==> src/rtl/nv_nvdla_cdp_wdma_wr_arb.sv <==
// rtl/nv_nvdla_cdp_wdma_wr_arb.sv - two-client round-robin write-request arbiter with packet locking
// Commands win at packet boundaries; the owner keeps the output until its last data beat is accepted.
module nv_nvdla_cdp_wdma_wr_arb #(
    parameter int PW      = 515,
    parameter int LEN_LSB = 64,
    parameter int LEN_W   = 13
) (
    input  logic          nvdla_core_clk,
    input  logic          nvdla_core_rstn,
    input  logic          op_en,
    input  logic          c0_req_vld,
    input  logic [PW-1:0] c0_req_pd,
    output logic          c0_req_rdy,
    input  logic          c1_req_vld,
    input  logic [PW-1:0] c1_req_pd,
    output logic          c1_req_rdy,
    output logic          dma_wr_req_vld,
    output logic [PW-1:0] dma_wr_req_pd,
    input  logic          dma_wr_req_rdy,
    output logic          arb_busy,
    output logic          pkt_done,
    output logic          proto_err
);

    typedef enum logic {ST_IDLE, ST_DATA} state_t;

    state_t           state_q;
    logic             owner_q;
    logic             last_gnt_q;
    logic [LEN_W-1:0] beat_cnt_q;
    logic             proto_err_q;
    logic             pkt_done_q;

    logic             c0_is_data;
    logic             c1_is_data;
    logic             c0_elig;
    logic             c1_elig;
    logic             win;
    logic             sel;
    logic             sel_vld;
    logic [PW-1:0]    sel_pd;
    logic             out_vld;
    logic             err_set;
    logic             xfer;

    assign c0_is_data = c0_req_pd[PW-1];
    assign c1_is_data = c1_req_pd[PW-1];
    assign c0_elig    = c0_req_vld && !c0_is_data && op_en;
    assign c1_elig    = c1_req_vld && !c1_is_data && op_en;

    // On a tie the client that did not win last time goes; otherwise the only eligible one.
    assign win     = (c0_elig && c1_elig) ? ~last_gnt_q : c1_elig;
    assign sel     = (state_q == ST_DATA) ? owner_q : win;
    assign sel_pd  = sel ? c1_req_pd : c0_req_pd;
    assign sel_vld = sel ? c1_req_vld : c0_req_vld;

    always_comb begin
        out_vld = 1'b0;
        err_set = 1'b0;
        if (state_q == ST_IDLE) begin
            out_vld = c0_elig || c1_elig;
            err_set = (c0_req_vld && c0_is_data) || (c1_req_vld && c1_is_data);
        end else begin
            out_vld = sel_vld && sel_pd[PW-1];
            err_set = sel_vld && !sel_pd[PW-1];
        end
    end

    assign dma_wr_req_vld = nvdla_core_rstn && out_vld;
    assign dma_wr_req_pd  = sel_pd;
    assign c0_req_rdy     = dma_wr_req_vld && !sel && dma_wr_req_rdy;
    assign c1_req_rdy     = dma_wr_req_vld && sel && dma_wr_req_rdy;
    assign arb_busy       = nvdla_core_rstn && (state_q == ST_DATA);
    assign pkt_done       = pkt_done_q;
    assign proto_err      = proto_err_q;
    assign xfer           = dma_wr_req_vld && dma_wr_req_rdy;

    always_ff @(posedge nvdla_core_clk) begin
        if (!nvdla_core_rstn) begin
            state_q     <= ST_IDLE;
            owner_q     <= 1'b0;
            last_gnt_q  <= 1'b1;
            beat_cnt_q  <= '0;
            proto_err_q <= 1'b0;
            pkt_done_q  <= 1'b0;
        end else begin
            pkt_done_q <= 1'b0;
            if (err_set) begin
                proto_err_q <= 1'b1;
            end
            case (state_q)
                ST_IDLE: begin
                    if (xfer) begin
                        owner_q    <= sel;
                        last_gnt_q <= sel;
                        beat_cnt_q <= sel_pd[LEN_LSB +: LEN_W];
                        state_q    <= ST_DATA;
                    end
                end
                ST_DATA: begin
                    // beat_cnt holds beats remaining after the current one, so it never wraps.
                    if (xfer) begin
                        if (beat_cnt_q == '0) begin
                            state_q    <= ST_IDLE;
                            pkt_done_q <= 1'b1;
                        end else begin
                            beat_cnt_q <= beat_cnt_q - 1'b1;
                        end
                    end
                end
                default: state_q <= ST_IDLE;
            endcase
        end
    end

endmodule

==> config.mk <==
export PLATFORM = sky130hd
export DESIGN_NAME = nv_nvdla_cdp_wdma_wr_arb
export DESIGN_NICKNAME = d
export VERILOG_FILES = /design/src/rtl/nv_nvdla_cdp_wdma_wr_arb.sv
export SDC_FILE = /design/constraint.sdc
export NUM_CORES = 1
export LEC_CHECK = 0
export BUFFER_PORTS_ARGS = -buffer_cell sky130_fd_sc_hd__clkbuf_2
export CAP_MARGIN = 10
export CELL_PAD_IN_SITES_DETAIL_PLACEMENT = 1
export CELL_PAD_IN_SITES_GLOBAL_PLACEMENT = 2
export CORE_AREA = 4 4 607 609
export DETAILED_ROUTE_END_ITERATION = 10
export DIE_AREA = 0 0 611 613
export MAX_ROUTING_LAYER = met4
export PLACE_DENSITY_LB_ADDON = 0.25
export SYNTH_ARGS = -nofsm -noshare
export SYNTH_HDL_FRONTEND = slang
export SYNTH_SLANG_ARGS = --single-unit
==> constraint.sdc <==
create_clock -name nvdla_core_clk -period 2.3 [get_ports nvdla_core_clk]
set_input_delay 0.345 -clock nvdla_core_clk [delete_from_list [all_inputs] [get_ports nvdla_core_clk]]
set_output_delay 0.345 -clock nvdla_core_clk [all_outputs]
set_load 0.005 [all_outputs]
==> metrics.md, run 1 <==
| Metric | Value |
|---|---|
| Slew headroom | `67.9%` |
| Clock network power share | `5.1%` |
| Starting Density | `between 2 and 2.5%` |
| Worst skew pair latency | `~0.26 ns` |
| Total power | `0.00813 W` |
| Final Critical Period | `2.59 ns` |
| Cell Area, Synth | `7780 um2` |
| Global Route Usage Sum | `between 10 and 15%` |
| Crit path capture type | `primary output` |
| Pleak | `14.3 nW` |
| Gate Count Post-Synth | `1821` |
| Die Area | `375000 um2` |
| Final-report hold violation count | `0` |
| Cell Pwr Density | `287 nW/um2` |
| Inst Count DP | `8200` |
| Post-synth top cells | `1558 x nand2_1, 95 x buf_2, 18 x buf_4, 18 x dfxtp_1, 14 x mux2i_1` |
| Syn nets | `2858` |
| Max cap viols | `0` |
| Syn avg cell area | `roughly 4.3 um2` |
| Setup CP Type | `flop to primary output` |
| Least-Margin Pin Slew | `between 0.4 and 0.5 ns` |
| Unrepaired setup endpoints after global routing | `yes` |
| Yosys reg bits | `18` |
| Global-route wire length before repair | `328 mm` |
| Yosys cell types | `just under 50` |
| Synth top area share | `75.2%` |
| Clk sinks | `18` |
| Switch share | `55.6%` |
| Clock slew at reported path FFs | `roughly 0.06 ns` |
| Post-synth ARST share | `0%` |
| Post-cts hold buffer count | `0` |
| CTS Buf Count | `3` |
| CP Max Fanout | `14` |
| Cell taking the most area after synthesis | `nand2_1` |
| CTS tree | `done` |
| Pin count of the biggest net entering global routing | `34` |
| Post-detailed-route DRC marker count | `0` |
| CP Launch Type | `flop` |
| Final max-slew violation count | `0` |
| VDD IR max | `0.178 mV` |
| Warnings from Yosys | `0` |
| Top-count cell post-synth | `nand2_1` |
| Synth-to-Final Area Change | `264%` |
| Rows | `221` |
| DR iter-0 viols | `1052` |
| Failing checks | `setup timing` |
| Initial antenna violation count | `205` |
| Final setup fails | `512` |
| Worst hold path type | `flop to flop` |
| Clk_skew | `0.00786 ns` |
| Flop pwr share | `4.4%` |
| Post-synthesis sequential area ratio | `4.63%` |
| Int Pwr | `0.00361 W` |
| Core area | `362000 um2` |
| Final Wtd Congestion | `0.949` |
| IO buf count | `1556` |
| Die W | `611 um` |
| Main area contributors after synthesis | `nand2_1 75%, buf_2 6.1%, dfxtp_1 4.6%` |
| Bufs on Longest Clock Path | `2` |
| DRT Wirelength | `284 mm` |
| Share of cells above drive strength 1 | `between 50% and 60%` |
| Vias per Instance | `2.40` |
| H-tree Lvls | `1` |
| Psw | `0.00452 W` |
| Gr ovfl total | `0` |
| Logic pwr share | `90.5%` |
| Die Ht | `613 um` |
| Drt wl/cell | `roughly 34 um` |
| Final Cycle Share | `113%` |
| Routed vias | `approximately 20k` |
| Drt pass-1 iters | `5` |
| Final setup margin | `-0.292 ns` |
| Post-route ant nets | `0` |
| Setup TNS | `-75.19 ns` |
| Synth Flop Type | `dfxtp_1` |
| Final nets | `~4.5k` |
| Fmax | `386 MHz` |
| Hpwl dp | `approximately 270 mm` |
| Non-Filler Instances | `8321` |
| Root buffer cell | `clkbuf_16` |
| Top Ports | `approximately 1.6k` |
| Status | `complete, but fails checks` |
| Vias in the first global route | `21.5k` |
| Number of flops mapped to enable cells by yosys | `0` |
| CP arrival | `~2.3 ns` |
| CP Data Required Time | `1.96 ns` |
-- registers in the layout, indices dropped and copies added, names as in the netlist --
register and cells:
beat_cnt_q 13, state_q 1, proto_err 1, pkt_done 1, last_gnt_q 1, owner_q 1
-- routing by layer --
metal	vias up	wire length [um]	GRT usage (%)
met5	-	0	-
met3	262	32600	7.36
met4	0	4830	1.76
met2	1221	137000	24.9
met1	9647	109000	16.0
li1	8873	-	-
-- metrics by stage --
| step | utilization [%] | instance area [um2] | hold WS (ns) | setup slack [ns] |
|---|---|---|---|---|
| floorplan | - | 7780 | 0.462 | 0.443 |
| global placement | 6.91 | 25000 | 0.492 | -0.825 |
| detailed placement | 6.91 | 25000 | 0.500 | -0.803 |
| CTS | 7.59 | 27500 | 0.507 | -0.373 |
| global route | 7.81 | 28300 | 0.533 | -0.361 |
| finish | 7.82 | 28300 | 0.502 | -0.292 |
-- cell usage in the layout, fill, tap and decap left out, drive strengths merged, types with 2 or more instances in the layout --
master	instances
diode	51
o211ai	4
o21a	3
a32o	7
nor3	6
o2bb2ai	2
buf	383
and2	2
bufbuf	6
nand3	11
nand2	1559
nor2b	3
a21oi	7
nand2b	2
a21boi	2
o21ai	12
mux2i	14
o22ai	3
dfxtp	18
nor2	7
inv	6
mux2	2
or3	3
nor4	3
clkbuf	1392
o31ai	3
-- kinds of logic after synthesis --
group                      synth area share (%)
adders and majority gates                 0.161
buffers and inverters                      9.29
AOI/OAI and AO/OA                          4.81
and+or+nand+nor                            79.0
DFF                                        4.63
muxes                                      2.09
-- what timing repair did --
item / in CTS / in global routing
gates cloned: 17 / 9
pin swaps: 31 / 13
resized for setup: 365 / 192
setup buffers: 35 / 12
endpoints found under the setup margin: 519 / 515
-- layout make-up --
cell class / count / area [um2]
tap: 4794 / 6000
sequential: 18 / 365
inverter: 7 / 26.3
timing repair buffer: 1777 / 14000
multi-input combinational: 1670 / 7710
fill: 44000 / 334000
antenna: 51 / 128
clock buffer: 4 / 88.8
-- path summary, 6_finish.rpt --
| check | startpoint | end | slack (ns) | depth (start not counted) |
|---|---|---|---|---|
| min | beat_cnt_q[11] | beat_cnt_q[11] | 0.50 | 2 |
| max | state_q | dma_wr_req_pd[450] | -0.29 | 9 |
| min reg2reg | beat_cnt_q[11] | beat_cnt_q[11] | 0.50 | 2 |
| max reg2reg | state_q | beat_cnt_q[0] | 0.20 | 10 |
-- power by group through the flow --
stage | logic (W) | registers, W | clock network (W)
finish | 0.00736 | 0.000358 | 0.000412
global route | 0.00797 | 0.000361 | 0.000437
CTS | 0.00756 | 0.000358 | 0.000427
detailed placement | 0.00694 | 0.000365 | 0
global placement | 0.00704 | 0.000365 | 0
floorplan | 0.00126 | 0.000356 | 0
-- worst max-delay path: stages (launching register included) --
cell      delay [ns]
dfxtp_2         0.34
and4bb_4        0.39
nand2_8         0.08
nand2_8         0.15
buf_16          0.19
buf_16          0.19
buf_12          0.16
nand2_1         0.12
nand2_4         0.15
buf_6           0.12
(Power assumes the default switching activity.)
==> run 2, diff against run 1 <==
Settings changed: REMOVE_ABC_BUFFERS set to 1.
==> run 2 against run 1 <==
Net effect:
- the run still ends with setup timing left
- flip-flop and latch count is the same
- via count shrank 0.19%
- hold slack gained 0.015 ns
- total power shrank 0.90%
- clock power shrank 12%
- critical path depth grew 2
- register-to-register slack lost 0.04 ns
- count of clock-buffer cells in the layout shrank 1
- final area grew 4.6%
- clock skew shrank 0.0033 ns
- largest cell class unchanged
==> metrics.md, run 2 (synthesis results as in run 1) <==
| Metric | Value |
|---|---|
| Most common cell after layout, fill and taps aside | `clkbuf_2` |
| Synth-to-Final Area Change | `281%` |
| Root buffer cell | `clkbuf_16` |
| Worst path depth | `11` |
| Final max-slew violation count | `0` |
| Critical-path cell list | `nand3b_1 -> buf_6 -> nand2_4 -> nand2_8 -> buf_16 -> buf_12 -> buf_12 -> bufbuf_16 -> nand2_1 -> nand2_2 -> clkbuf_8` |
| Reg-to-reg endpoint | `beat_cnt_q[0]` |
| Max reg flops | `13` |
| H-tree Lvls | `1` |
| Setup TNS | `-71.18 ns` |
| Post-route ant nets | `0` |
| Die Area | `375000 um2` |
| Clock slew at reported path FFs | `about 0.060 ns` |
| Slew headroom | `73.7%` |
| Reg2reg path depth | `9` |
| Pin count of the biggest net entering global routing | `30` |
| Post-detailed-route DRC marker count | `0` |
| Drt pass-1 iters | `5` |
| Delay-heaviest family, CP | `buffers and inverters` |
| Largest stage delay, worst path | `0.35 ns` |
| Worst r2r src | `state_q` |
| Bufs on Longest Clock Path | `2` |
| CTS Buf Count | `3` |
| CP Max Fanout | `7` |
| Starting Density | `around 2.1%` |
| Worst skew pair latency | `about 0.25 ns` |
| Total power | `0.00806 W` |
| DRT Wirelength | `288 mm` |
| Hold_sp | `beat_cnt_q[1]` |
| Vias in the first global route | `21.1k` |
| Core area | `~360000 um2` |
| Post-cts hold buffer count | `0` |
| DR iter-0 viols | `1122` |
| Vias per Instance | `2.38` |
| Share of cells above drive strength 1 | `61.8%` |
| CP Launch Type | `flop` |
| Clk sinks | `18` |
| Status | `complete, but fails checks` |
| Routed vias | `20.0k` |
| CP arrival | `2.24 ns` |
| Pleak | `between 10 and 15 nW` |
| Top Ports | `1557` |
| Commonest non-fill, non-tap cells in the layout | `1316 x clkbuf_2, 1218 x nand2_1, 211 x nand2_2` |
| Initial antenna violation count | `around 220` |
| Final nets | `4546` |
| CTS tree | `done` |
| Hpwl dp | `262 mm` |
| Failing checks | `setup timing` |
| Worst hold slack | `slightly above 0.5 ns` |
| VDD IR max | `0.201 mV` |
| Reg2reg setup slack | `0.16 ns` |
| Die W | `611 um` |
| Clk_skew | `0.00453 ns` |
| Die Ht | `613 um` |
| CP Buf/Inv Count | `6` |
| Final Wtd Congestion | `0.959` |
| Worst hold path type | `flop to flop` |
| Gr ovfl total | `0` |
| Largest register by flop count | `beat_cnt_q` |
| CP Data Required Time | `1.96 ns` |
| Final-report hold violation count | `0` |
| Final Critical Period | `~2.6 ns` |
| Final setup fails | `515` |
| Max cap viols | `0` |
| Crit-path most repeated cell | `buf_12` |
| Final Cycle Share | `112%` |
| Setup CP Type | `flop to primary output` |
| IO buf count | `1556` |
| Worst Hold End | `beat_cnt_q[1]` |
| Hold depth | `2` |
| Crit path capture type | `primary output` |
| Cell Pwr Density | `272 nW/um2` |
| Unrepaired setup endpoints after global routing | `yes` |
| Global-route wire length before repair | `333 mm` |
| Global Route Usage Sum | `14.9%` |
| Least-Margin Pin Slew | `0.391 ns` |
| Final core utilization | `8.18%` |
| Fmax | `388 MHz` |
| Max stage delay cell, worst path | `dfxtp_2` |
| Drt wl/cell | `34.3 um` |
| Final setup margin | `-0.280 ns` |
| Rows | `221` |
-- run 2: cell count changes in the layout (fill, tap and decap cells not counted), moves of 8 or more --
cell,before,now
clkbuf_8,35,45
diode_2,51,74
buf_6,41,55
nand2_8,15,27
buf_8,4,34
nand2_1,1356,1218
buf_12,222,185
clkbuf_2,1324,1316
nand2_4,60,103
nand2_2,128,211
buf_16,22,45
buf_4,89,101
-- run 2: worst register-to-register path, cell delays in order, from the launching register on --
cell and delay [ns]:
dfxtp_2 0.35, and4bb_4 0.23, a21boi_4 0.17, buf_12 0.19, buf_16 0.21, buf_16 0.15
mux2i_4 0.32, buf_6 0.18, o211a_1 0.14, o32ai_1 0.08
-- run 2: power breakdown --
part	switching, W	leakage [nW]	internal (W)	total (W)
combinational	0.00422	14.6	0.00312	0.00734
clock	0.000134	0.0374	0.000230	0.000364
sequential	0.0000263	0.146	0.000332	0.000358
-- run 2: final cells by class --
cell class,count,area [um2]
fill,43900,333000
timing repair buffer,1809,14500
multi-input combinational,1670,8450
tap,4794,6000
sequential,18,363
antenna,74,185
clock buffer,3,75.1
inverter,7,28.8
-- run 2: metal layers --
metal  global-route usage (%)  routed length, um  up-vias
met3                     7.00              28500      236
met2                     25.2             139000     1121
met4                     1.20               4200        0
met5                        -                  0        -
met1                     16.6             116000     9621
li1                         -                  -     8987
-- run 2: stage by stage --
step / setup WS, ns / cells / cell area [um2]
floorplan: -7.52 / 1695 / 7080
global route: -0.357 / 8366 / 29600
detailed placement: -1.01 / 8199 / 24400
finish: -0.280 / 8375 / 29600
CTS: -0.383 / 8284 / 28300
global placement: -1.02 / 8199 / 24400
-- run 2: worst max-delay path by stage --
stage / startpoint / to / slack, ns
6_report: last_gnt_q / dma_wr_req_pd[216] / -0.28
5_1_grt: state_q / dma_wr_req_pd[64] / -0.36
4_1_cts: state_q / dma_wr_req_pd[316] / -0.38
3_5_place_dp: c0_req_pd[514] / dma_wr_req_pd[64] / -1.01
3_3_place_gp: c0_req_pd[514] / dma_wr_req_pd[64] / -1.02
2_1_floorplan: state_q / last_gnt_q / -7.52
-- run 2: what timing repair did --
item,CTS,global route
cloned,34,9
pin swaps,47,27
gates resized for setup,593,307
endpoints found under the setup margin,518,517
buffers inserted,54,18
